`src/rtl/vec_delay_line.sv`:
```
// Delays a {valid, vector} pair by DEPTH cycles; DEPTH=0 is a straight wire.
module vec_delay_line #(
   parameter int W     = 4,
   parameter int DEPTH = 1
) (
   input  logic         clk,
   input  logic         rst_n,
   input  logic         clr,
   input  logic         in_vld,
   input  logic [W-1:0] in_vec,
   output logic         out_vld,
   output logic [W-1:0] out_vec
);

   generate
      if (DEPTH == 0) begin : g_pass
         logic unused_ok_s;
         assign unused_ok_s = ^{clk, rst_n, clr};
         assign out_vld     = in_vld;
         assign out_vec     = in_vec;
      end else begin : g_pipe
         logic [W:0] stage_q [DEPTH];
         logic [W:0] stage_d [DEPTH];

         // Shift stages, flushing every stage on clr.
         always_comb begin
            if (clr) begin
               stage_d[0] = {(W+1){1'b0}};
            end else begin
               stage_d[0] = {in_vld, in_vec};
            end
            for (int i = 1; i < DEPTH; i++) begin
               if (clr) begin
                  stage_d[i] = {(W+1){1'b0}};
               end else begin
                  stage_d[i] = stage_q[i-1];
               end
            end
         end

         // Stage registers.
         always_ff @(posedge clk or negedge rst_n) begin
            if (!rst_n) begin
               for (int i = 0; i < DEPTH; i++) begin
                  stage_q[i] <= {(W+1){1'b0}};
               end
            end else begin
               stage_q <= stage_d;
            end
         end

         assign out_vld = stage_q[DEPTH-1][W];
         assign out_vec = stage_q[DEPTH-1][W-1:0];
      end
   endgenerate

endmodule

```
`config.mk`:
```
export PLATFORM = sky130hd
export DESIGN_NAME = vec_delay_line
export DESIGN_NICKNAME = d
export VERILOG_FILES = /design/src/rtl/vec_delay_line.sv
export SDC_FILE = /design/constraint.sdc
export NUM_CORES = 1
export LEC_CHECK = 0
export CAP_MARGIN = 20
export CORE_AREA = 2 2 39 41
export CTS_CLUSTER_DIAMETER = 30
export DETAILED_ROUTE_END_ITERATION = 7
export DIE_AREA = 0 0 41 43
export PLACE_DENSITY_LB_ADDON = 0.1
export SLEW_MARGIN = 5
export SYNTH_ARGS = -nofsm -noshare
export SYNTH_HDL_FRONTEND = slang
export SYNTH_SLANG_ARGS = --single-unit
export TNS_END_PERCENT = 5
```
`constraint.sdc`:
```
create_clock -name clk -period 0.8 [get_ports clk]
set_input_delay 0.08 -clock clk [delete_from_list [all_inputs] [get_ports clk]]
set_output_delay 0.08 -clock clk [all_outputs]
set_load 0.005 [all_outputs]
```
==> results.py <==
metrics = {
    "die": {
        "die_w_um": 41,
        "core-area_um2": 1380,
        "initial_core_util": 0.113,
        "fp.dieH_um": 43,
        "die_area_um2": 1760,
        "io_pins": 13,
        "rows": 14,
    },
    "timing": {
        "finalSetupTns_ps": 0,
        "timing.final.setup_violations": 0,
        "min_period_ps": 782,
        "setup_ws_ps": 17.7,
        "fmax_mhz": 1280,
        "period_share": 0.978,
        "finalMaxSlewViolations": 0,
        "hold_viol_final": 0,
        "slew_headroom": 0.851,
        "rsz0062_at_grt": "yes",
        "tightestPinTransition_ps": 223,
    },
    "finish": {
        "reg.largest.list": "g_pipe.stage_q (5)",
        "layout.nets": 35,
        "fillers": 149,
        "seqCellArea_um2": 125,
        "drive_gt1_frac": 0.308,
        "largest_reg_flops": 5,
        "multi_input_area_um2": 31.3,
        "diodes": 0,
        "regMostFlops": "g_pipe.stage_q",
        "final_core_util": 0.215,
        "syn_to_final_growth_pct": 90.4,
        "instances_no_fill": 42,
    },
    "routing": {
        "firstDrtPassIters": 1,
        "drc_errors": 0,
        "wl_per_cell_um": 7.76,
        "ant_nets": 0,
        "via_per_inst": 2.81,
        "drt_iter0_markers": 0,
        "routed-via-count": 118,
        "routed_wl_um": 326,
    },
    "global_route": {
        "grt_max_degree": 6,
        "first_global_vias": 117,
        "grt-ovfl-total": 0,
        "antenna_found_initial": 0,
        "grt.total_usage": 0.0576,
        "grt_pass1_wl_um": 503,
    },
    "critical_path": {
        "cp_top_family": "flip-flops",
        "critPathMaxStageDelay_ps": 350,
        "end_kind": "output port",
        "crit_slowest_cell": "dfrtp_1",
        "path_buf_inv": 1,
        "arrival_ps": 700,
        "path_cells": "buf_2",
        "startpoint_type": "register",
        "endpoint": "out_vec[2]",
        "path_class": "register to output port",
        "critPathMaxFanout": 1,
        "cp.depth": 1,
        "cp.required_ps": 720,
        "crit_start": "g_pipe.stage_q[2]",
    },
    "worst_hold_path": {
        "hp-class": "input pin to async pin",
    },
    "power": {
        "p_per_area_nw_per_um2": 2060,
        "irDropWorstVdd_v": 0.000437,
        "leakage_nw": 0.140,
    },
    "clock_tree": {
        "cts_tree": "yes",
        "root_buffer": "clkbuf_4",
        "clockBufferDepth": 2,
        "clock-sinks": 5,
        "htree_levels": 1,
        "clk_pin_slew_ps": 40,
        "numCtsBuffers": 3,
    },
    "run_status": {
        "status": "complete, no violations",
    },
    "placed_design": {
        "routabilityCongestion": 0.606,
        "dp_slack_ps": -75.8,
        "numPlacedInstances": 38,
        "port_buffers": 12,
    },
    "yosys": {
        "yosysUniqueCellTypes": 2,
        "syn_nets": 18,
        "ys_seq_area_frac": 0.800,
        "syn_inst": 10,
        "netlist_area_um2": 156,
        "yosys_warnings": 0,
        "avgSynthCellArea_um2": 15.6,
        "synth.ff_latch_count": 5,
    },
    "flow_run": {
        "cap_violations": 0,
    },
}
per-stage QoR:
stage               hold slack, ps  power (mW)  cell area, um^2
global route                  67.0       0.657              298
global placement               315       0.349              297
floorplan                     -216       0.284              156
finish                        63.8       0.613              298
detailed placement             317       0.350              297
CTS                           59.5       0.634              313
final cells by class:
| cell class | instances | share of cell area |
|---|---|---|
| clock buffers | 4 | 0.0882 |
| multi-input cells | 5 | 0.105 |
| repair buffers | 12 | 0.319 |
| flip-flops and latches | 5 | 0.420 |
| well taps | 16 | 0.0672 |
power breakdown:
group	switching, mW	internal, mW	total [mW]	leakage, nW
Sequential	0.00285	0.267	0.270	0.0644
Combinational	0.0192	0.0440	0.0632	0.0610
Clock	0.0922	0.188	0.280	0.0150
Total	0.114	0.499	0.613	0.140
what timing repair did:
| item | 4_1_cts | 5_1_grt |
|---|---|---|
| resized for setup | 13 | 3 |
| hold buffers | 0 | 0 |
| cloned | 0 | 0 |
| setup buffers | 0 | 0 |
| pin swaps | 0 | 0 |
| setup endpoints to repair | 5 | 5 |
worst min-delay path by stage:
stage	endpoint	slack, ps	depth (start not counted)
after CTS	g_pipe.stage_q[0]	60	1
final	g_pipe.stage_q[2]	60	1
after global placement	g_pipe.stage_q[4]	320	1
after global routing	g_pipe.stage_q[2]	70	1
after detailed placement	g_pipe.stage_q[4]	320	1
after floorplan	g_pipe.stage_q[0]	-220	0
cells in the mapped netlist:
cell type  instances  area share
dfrtp_1            5        0.80
nor2b_1            5        0.20
logic make-up after synthesis:
family	after synthesis	share of synthesized area
simple gates	5	0.200
flops	5	0.800
layer usage:
| layer | routed length, um | vias to the layer above | share of wire | GRT usage |
|---|---|---|---|---|
| met5 | 0 | - | 0 | 0 |
| met4 | 0 | 0 | 0 | 0.120 |
| met3 | 34 | 0 | 0.10 | 0.0471 |
| met2 | 160 | 9 | 0.49 | 0.0500 |
| met1 | 131 | 48 | 0.40 | 0.0459 |
| li1 | - | 61 | - | - |
cells in the final DEF (no fill, tap or decap):
cell type        Yosys  routed
clkdlybuf4s50_1      0       7
nor2b_1              5       5
dfrtp_1              5       5
clkbuf_4             0       3
clkbuf_2             0       3
buf_2                0       2
clkbuf_1             0       1
Power figures use the tool's default switching activity.
